### src/rtl/squash_input_ctrl.sv
// Player-input front end for the solo_squash core: debounces the four buttons and
// applies pause / new-game requests only on a frame boundary (falling vsync_n).
`timescale 1ns/1ps

module squash_input_ctrl #(
    parameter int DEBOUNCE_CYCLES = 250000,
    parameter int CNT_W           = 18,
    parameter int NEWGAME_FRAMES  = 2
) (
    input  logic       clk,
    input  logic       rst_n,
    input  logic       key_pause,
    input  logic       key_new_game,
    input  logic       key_down,
    input  logic       key_up,
    input  logic       vsync_n,
    output logic       pause_n,
    output logic       new_game_n,
    output logic       down_key_n,
    output logic       up_key_n,
    output logic       paused,
    output logic [1:0] state_dbg
);

    localparam int NKEYS      = 4;
    localparam int K_PAUSE    = 0;
    localparam int K_NEW_GAME = 1;
    localparam int K_DOWN     = 2;
    localparam int K_UP       = 3;
    localparam int FRM_W      = $clog2(NEWGAME_FRAMES + 1);

    localparam logic [CNT_W-1:0] DEB_LAST = CNT_W'(DEBOUNCE_CYCLES - 1);
    localparam logic [FRM_W-1:0] FRM_LOAD = FRM_W'(NEWGAME_FRAMES);
    localparam logic [FRM_W-1:0] FRM_ONE  = FRM_W'(1);

    typedef enum logic [1:0] {
        RUN     = 2'd0,
        PAUSED  = 2'd1,
        NEWGAME = 2'd2
    } state_t;

    logic [NKEYS-1:0] raw;
    logic [NKEYS-1:0] deb;
    logic [NKEYS-1:0] deb_prev;
    logic [CNT_W-1:0] deb_cnt [NKEYS];

    logic             vs_q;
    logic             frame_tick;
    logic             pause_rise;
    logic             ng_rise;
    logic             pause_req;
    logic             ng_req;
    logic [FRM_W-1:0] frame_cnt;
    logic             keys_enabled;
    state_t           state;

    assign raw = {key_up, key_down, key_new_game, key_pause};

    // A key change is accepted only after DEBOUNCE_CYCLES consecutive differing samples.
    always_ff @(posedge clk) begin
        if (!rst_n) begin
            deb      <= '0;
            deb_prev <= '0;
            for (int i = 0; i < NKEYS; i++) begin
                deb_cnt[i] <= '0;
            end
        end else begin
            deb_prev <= deb;
            for (int i = 0; i < NKEYS; i++) begin
                if (raw[i] == deb[i]) begin
                    deb_cnt[i] <= '0;
                end else if (deb_cnt[i] == DEB_LAST) begin
                    deb[i]     <= raw[i];
                    deb_cnt[i] <= '0;
                end else begin
                    deb_cnt[i] <= deb_cnt[i] + CNT_W'(1);
                end
            end
        end
    end

    assign pause_rise = deb[K_PAUSE] & ~deb_prev[K_PAUSE];
    assign ng_rise    = deb[K_NEW_GAME] & ~deb_prev[K_NEW_GAME];

    always_ff @(posedge clk) begin
        if (!rst_n) begin
            vs_q <= 1'b0;
        end else begin
            vs_q <= vsync_n;
        end
    end

    assign frame_tick   = vs_q & ~vsync_n;
    assign keys_enabled = (state == RUN) && !(deb[K_DOWN] && deb[K_UP]);

    always_ff @(posedge clk) begin
        if (!rst_n) begin
            state      <= RUN;
            pause_req  <= 1'b0;
            ng_req     <= 1'b0;
            frame_cnt  <= '0;
            pause_n    <= 1'b1;
            new_game_n <= 1'b1;
            down_key_n <= 1'b1;
            up_key_n   <= 1'b1;
            paused     <= 1'b0;
            state_dbg  <= 2'd0;
        end else begin
            if (frame_tick) begin
                if (ng_req) begin
                    state     <= NEWGAME;
                    frame_cnt <= FRM_LOAD;
                    ng_req    <= 1'b0;
                    pause_req <= 1'b0;
                end else begin
                    case (state)
                        RUN: begin
                            if (pause_req) begin
                                state     <= PAUSED;
                                pause_req <= 1'b0;
                            end
                        end
                        PAUSED: begin
                            if (pause_req) begin
                                state     <= RUN;
                                pause_req <= 1'b0;
                            end
                        end
                        NEWGAME: begin
                            if (frame_cnt <= FRM_ONE) begin
                                state     <= RUN;
                                frame_cnt <= '0;
                                pause_req <= 1'b0;
                            end else begin
                                frame_cnt <= frame_cnt - FRM_ONE;
                            end
                        end
                        default: state <= RUN;
                    endcase
                end
            end

            // NOTE: with non-blocking assignments the last one in the block wins, so a
            // press landing on the same edge as a consuming tick stays pending.
            if (pause_rise) pause_req <= 1'b1;
            if (ng_rise)    ng_req    <= 1'b1;

            pause_n    <= (state != PAUSED);
            new_game_n <= (state != NEWGAME);
            paused     <= (state == PAUSED);
            state_dbg  <= state;
            down_key_n <= !(keys_enabled && deb[K_DOWN]);
            up_key_n   <= !(keys_enabled && deb[K_UP]);
        end
    end

endmodule

### config.mk
export PLATFORM = sky130hd
export DESIGN_NAME = squash_input_ctrl
export DESIGN_NICKNAME = d
export VERILOG_FILES = /design/src/rtl/squash_input_ctrl.sv
export SDC_FILE = /design/constraint.sdc
export NUM_CORES = 1
export LEC_CHECK = 0
export ABC_AREA = 1
export BUFFER_PORTS_ARGS = -buffer_cell sky130_fd_sc_hd__buf_2
export CORE_MARGIN = 5
export CORE_UTILIZATION = 25
export DETAILED_ROUTE_END_ITERATION = 6
export GPL_TIMING_DRIVEN = 1
export SYNTH_ARGS = -nofsm -noshare
export SYNTH_HDL_FRONTEND = slang
export SYNTH_SLANG_ARGS = --single-unit
### constraint.sdc
create_clock -name clk -period 1.82 [get_ports clk]
set_clock_uncertainty 0.05 [all_clocks]
set_input_delay 0.364 -clock clk [delete_from_list [all_inputs] [get_ports clk]]
set_output_delay 0.364 -clock clk [all_outputs]
set_load 0.005 [all_outputs]
==> summary.md, run 1 <==
| Metric | Value |
|---|---|
| Diodes inserted | 0 |
| Core Rows | 52 |
| Met2 WL | 4.34 mm |
| Met1 wire length | between 4 and 5 mm |
| IO Pins | 14 |
| Setup WS pre-CTS | 51.9 ps |
| Initial Util | 25.3% |
| Num CTS Buffers | 9 |
| # DRC | 0 |
| Setup TNS | 0 ps |
| Final period util | 92.5% |
| Die Area | 23300 um^2 |
| Util after Layout | around 30% |
| Status | finished, final reports clean |
| Final Power | 4.52 mW |
| WP data required | 1870 ps |
| Fmax | ~590 MHz |
| Max VDD drop | between 0.0003 and 0.0004 V |
| Count of cell types in the netlist | 33 |
| Pwr dens | 742 nW/um^2 |
| MaxCap Viol Count | 0 |
| Fin nets | 737 |
| Mean post-synth cell area | 8.14 um^2 |
| Post-synthesis cell count | 625 |
| Hold WC Path Type | in2reg |
| CP arrival | 1740 ps |
| Top layer in use | met5 |
| Endpoints failing setup | 0 |
| First-pass GRT wire length | 16.6 mm |
| Gr usage total | 8.62% |
| Number of port buffers | 13 |
| Reg area | 2560 um^2 |
| Largest net degree at the start of global routing | 19 |
| # hold bufs at CTS | 0 |
| Warnings, synthesis | 0 |
| Number of global-route vias before repair | 3677 |
| Max H-tree Level | 3 |
| Met3 wire length | 352 um |
| Final worst setup slack | 136 ps |
| DR WL/cell | 9.84 um |
| Crit path capture type | flop |
| 1st-iter DRT viols | 248 |
| Final Slew Violations | 0 |
| Initial DRT Pass Iterations | 4 |
| Clock Path Buffers | 2 |
| Post-route design area | between 6000 and 7000 um^2 |
| Final WL | about 10 mm |
| Worst skew pair latency | 350 ps |
| Crit-path max FO | 9 |
| HPWL Detailed | approximately 7.3 mm |
| Die height | 153 um |
| LEAKAGE | 2.40 nW |
| Netlist Area Pre-Place | roughly 5100 um^2 |
| Vias per cell | roughly 4 |
| Worst Hold Depth | 3 |
| Initial antenna violation count | 2 |
| Fill cell count | ~2100 |
| Die Width | 153 um |
| Sink Count | approximately 90 |
| Via count | 4052 |
| Area growth from synthesis to layout | 19.9% |
| Critical path type | reg2reg |
| Critical path launch point type | flop |
| CTS tree | built |
| Layout cell share with drive strength beyond 1 | 10.3% |
| Post-synth EDFFs | 72 |
| Grt total ovfl | 0 |
| Clock-pin slew on the worst setup and hold paths | around 70 ps |
| Min cycle time layout | 1680 ps |
| Primary FF master, synth | edfxtp_1 |
| Post-DRT Antenna Nets | 0 |
| RSZ-0062 raised after global routing | false |
| Placed inst area | 5790 um^2 |
| Asr flop ratio synth | 0% |
| Routability cong. | 0.843 |
| Measured slew at the worst slew-check pin | between 500 and 600 ps |
| Post-synthesis sequential area ratio | 50.4% |
| Hold Fails Final Rpt | 0 |
| Placed instance count | 983 |
| #FFs+latches synth | 92 |
| Non-filler cells, final | about 1000 |
| Clock root buffer master | clkbuf_16 |
| Multi-input gate area | between 2000 and 3000 um^2 |
| Slew headroom | 62.1% |
| WHS | 167 ps |
| Core outline area | 20100 um^2 |
| Worst-case reg-to-reg path depth | 8 |
==> area by class of cell <==
type | count | area share [%]
clock inverters | 7 | 0.841
clock buffers | 9 | 3.69
flip-flops and latches | 92 | 42.0
multi-input cells | 533 | 41.3
inverters | 67 | 4.12
well taps | 270 | 5.54
repair buffers | 23 | 2.50
==> logic make-up after synthesis <==
group	after synthesis	share of synthesized area [%]
flops	92	50.4
fa+ha+maj	4	0.984
buf+inv	73	5.93
xor+xnor	33	5.68
other cells	1	0.0737
simple gates	365	30.6
compound gates	57	6.32
==> synthesized netlist by cell type, types with 5 or more instances <==
cell        n  area (um^2)
nand4_1     7         43.8
xor2_1     23          201
inv_1      66          248
nor2_2     14         87.6
nor2_1    124          465
xnor2_1    10         87.6
a21oi_1    34          170
nand2_1   159          597
nor3_1      5         25.0
dfxtp_1    20          400
edfxtp_1   72         2160
nand3_1    34          170
or2_2       5         31.3
o21ai_0    16         80.1
==> routing by layer <==
layer / up-vias / global-route usage (%)
met5: - / 0
met4: 4 / 4.33
met3: 15 / 2.27
met2: 46 / 13.3
met1: 1828 / 11.2
li1: 2159 / -
==> final timing paths <==
check	from	end	slack, ps
worst min register to register	deb_prev[1]$_SDFF_PN0_	ng_req$_SDFFE_PN0P_	360
worst max-delay path	deb_cnt[2][1]$_SDFFCE_PN0P_	deb_cnt[2][6]$_SDFFCE_PN0P_	140
worst min-delay path	vsync_n	vs_q$_SDFF_PN0_	170
worst max register to register	deb_cnt[2][1]$_SDFFCE_PN0P_	deb_cnt[2][6]$_SDFFCE_PN0P_	140
==> report_power, final <==
part	internal [mW]	total [mW]	switching [mW]
combinational	0.106	0.289	0.182
clock	0.934	1.78	0.843
sequential	2.36	2.46	0.0918
total	3.40	4.52	1.12
==> repair_timing <==
item,4_1_cts,5_1_grt
setup buffers,0,0
setup endpoints to repair,0,36
resized for setup,0,4
==> worst max-delay path, stage by stage (launching register included) <==
cell	delay (ps)
edfxtp_1	380
ha_2	200
nand2_2	90
nor2_4	140
nand2_1	80
nor2_2	140
nand2_2	130
nand2_4	160
nor2_1	70
==> cells in the final DEF (no fill, tap or decap), drive strengths merged <==
| master | Yosys | layout |
|---|---|---|
| buf | 5 | 23 |
| nand2 | 164 | 166 |
| nand4 | 7 | 7 |
| or2 | 9 | 9 |
| o31ai | 1 | 1 |
| ha | 4 | 4 |
| nand3 | 36 | 36 |
| nor3 | 5 | 5 |
| a21boi | 1 | 1 |
| xnor2 | 10 | 10 |
| a21oi | 34 | 34 |
| o32ai | 1 | 1 |
| conb | 1 | 72 |
| o21bai | 2 | 2 |
| edfxtp | 72 | 72 |
| nor2 | 141 | 141 |
| nand3b | 3 | 3 |
| inv | 67 | 69 |
| o21ai | 18 | 18 |
| xor2 | 23 | 23 |
| clkinv | 0 | 5 |
| clkbuf | 1 | 9 |
| dfxtp | 20 | 20 |
==> registers in the layout, summed over array words and instances, names as in the netlist <==
name        cells
frame_cnt       2
pause_req       1
state           2
ng_req          1
state_dbg       2
new_game_n      1
up_key_n        1
paused          1
deb             4
deb_prev        2
vs_q            1
deb_cnt        72
pause_n         1
down_key_n      1
Power figures use the tool's default switching activity.
==> inputs of run 2 (changes only) <==
--- a/config.mk
+++ b/config.mk
@@ -11,6 +11,7 @@
 export CORE_UTILIZATION = 25
 export DETAILED_ROUTE_END_ITERATION = 6
 export GPL_TIMING_DRIVEN = 1
+export PLACE_DENSITY = 0.5
 export SYNTH_ARGS = -nofsm -noshare
 export SYNTH_HDL_FRONTEND = slang
 export SYNTH_SLANG_ARGS = --single-unit
==> summary.md, run 2 (same netlist as run 1, synthesis figures left out) <==
| Metric | Value |
|---|---|
| Status | finished, final reports clean |
| Pwr dens | 786 nW/um^2 (+5.9%) |
| Hold WC Path Type | in2reg |
| Post-DRT Antenna Nets | 0 (unchanged) |
| Number of global-route vias before repair | 3794 (+3.2%) |
| Commonest non-fill, non-tap cells in the layout | nand2_1, nor2_1, edfxtp_1, conb_1, inv_1 |
| Hold Fails Final Rpt | 0 (unchanged) |
| Reg area | 2560 um^2 (unchanged) |
| Final worst setup slack | 135 ps (-1.35 ps) |
| Commonest non-fill, non-tap cell in the layout | nand2_1 |
| DR WL/cell | 10.1 um (+2.5%) |
| Post-route design area | 6240 um^2 (+2.3%) |
| CP arrival | 1740 ps (about the same) |
| Worst skew pair latency | 350 ps (about the same) |
| Clock-pin slew on the worst setup and hold paths | 60 ps (about the same) |
| Core Rows | 52 (unchanged) |
| Worst path cell trace | ha_1 > nand2_2 > nor2_4 > nand2_1 > nor2_2 > nand2_2 > nand2_4 > nor2_1 |
| First-pass GRT wire length | 17.7 mm (+6.4%) |
| HPWL Detailed | 7.44 mm (+2.0%) |
| Final period util | 92.6% (about the same) |
| Max H-tree Level | 3 (unchanged) |
| Critical path launch point type | flop |
| CP bufs+invs | 0 (unchanged) |
| Endpoints failing setup | 0 (unchanged) |
| Biggest regs | deb_cnt: 72 flops, deb: 4 flops |
| Initial DRT Pass Iterations | 5 (+1) |
| Die Area | 23300 um^2 (unchanged) |
| Min cycle time layout | 1690 ps (+1.35 ps) |
| Die Width | 153 um (unchanged) |
| # DRC | 0 (unchanged) |
| Worst path slowest cell | edfxtp_1 |
| IO Pins | 14 (unchanged) |
| Routability cong. | 0.834 (-1.1%) |
| Critical path type | reg2reg |
| Worst hold start | vsync_n |
| Slew headroom | 59.9% (-2.2 points) |
| CP most frequent cell | nand2_2 |
| CTS tree | built |
| RR Startpoint | deb_cnt[2][1]$_SDFFCE_PN0P_ |
| Final Slew Violations | 0 (unchanged) |
| Fmax | 593 MHz (about the same) |
| Non-filler cells, final | 1006 (+0.50%) |
| Diodes inserted | 0 (unchanged) |
| Slowest cell delay on critical path | 360 ps (-20 ps) |
| Fill cell count | 2143 (+0.42%) |
| Multi-input gate area | 2510 um^2 (about the same) |
| Crit path capture type | flop |
| Num CTS Buffers | 9 (unchanged) |
| Most flop-heavy register | deb_cnt |
| Crit-path max FO | 9 (unchanged) |
| Clock root buffer master | clkbuf_16 |
| Placed instance count | 986 (+0.31%) |
| # hold bufs at CTS | 0 (unchanged) |
| WP data required | 1870 ps (about the same) |
| Setup slack, reg-to-reg | 130 ps (about the same) |
| Number of flip-flops in the largest register | 72 (unchanged) |
| RSZ-0062 raised after global routing | false |
| Vias per cell | 3.96 (-2.2%) |
| Gr usage total | 9.09% (+0.47 points) |
| Placed inst area | 5840 um^2 (+0.82%) |
| Sink Count | 92 (unchanged) |
| Core outline area | 20100 um^2 (unchanged) |
| Die height | 153 um (unchanged) |
| Via count | 3983 (-1.7%) |
| Max VDD drop | 0.000427 V (+27%) |
| Initial Util | 25.3% (unchanged) |
| CP startpoint | deb_cnt[2][1]$_SDFFCE_PN0P_ |
| Setup WS pre-CTS | 119 ps (+66.6 ps) |
| Setup TNS | 0 ps (unchanged) |
| Area growth from synthesis to layout | 22.6% |
| Fin nets | 742 (+0.68%) |
| Critical path's top delay family | simple AND/OR/NAND/NOR gates |
| Largest net degree at the start of global routing | 19 (unchanged) |
| Final WL | 10.1 mm (+3.0%) |
| Layout cell share with drive strength beyond 1 | 11.0% (+0.75 points) |
| Number of port buffers | 13 (unchanged) |
| 1st-iter DRT viols | 251 (+1.2%) |
| MaxCap Viol Count | 0 (unchanged) |
| Initial antenna violation count | 1 (-1) |
| LEAKAGE | 2.47 nW (+3.1%) |
| Clock Path Buffers | 2 (unchanged) |
| Grt total ovfl | 0 (unchanged) |
| Measured slew at the worst slew-check pin | 601 ps (+32.9 ps) |
## run 2: where the power goes
group / switching, mW / internal [mW] / total (mW)
Sequential: 0.0903 / 2.36 / 2.45
Clock: 0.813 / 1.33 / 2.14
Combinational: 0.187 / 0.116 / 0.304
## run 2: per-layer routing
layer / GRT usage (%) / vias up / wire, um
li1: - / 2162 / -
met4: 4.20 / 2 / 231
met3: 1.65 / 14 / 288
met5: 0 / - / 13
met2: 14.3 / 48 / 4510
met1: 12.1 / 1757 / 5100
## run 2: tightest hold or removal path, cell delays in order
cell     delay, ps
buf_2           90
nand2_1         50
inv_1           40
## run 2: metrics by stage
stage	hold slack [ps]	total power, mW	util (%)
4_1_cts	162	4.97	30.8
3_3_place_gp	355	2.79	29.1
6_report	176	4.90	31.0
2_1_floorplan	349	2.70	-
5_1_grt	204	5.11	31.0
3_5_place_dp	365	2.80	29.1
## run 2: area by class of cell
class,count,share of cell area (%)
repair buffers,28,3.45
multi-input cells,533,40.3
inverters,67,4.03
flip-flops and latches,92,41.1
clock buffers,16,5.70
well taps,270,5.42
## run 2: final timing paths
path	depth (start not counted)	to
worst min-delay path	3	vs_q$_SDFF_PN0_
worst min register to register	1	ng_req$_SDFFE_PN0P_
worst max-delay path	8	deb_cnt[2][9]$_SDFFCE_PN0P_
worst max register to register	8	deb_cnt[2][9]$_SDFFCE_PN0P_
## run 2: what timing repair did
| item | in CTS | in global routing |
|---|---|---|
| resized for setup | 0 | 4 |
| endpoints found under the hold margin | 0 | 0 |
| setup buffers | 0 | 2 |
| endpoints found under the setup margin | 0 | 26 |
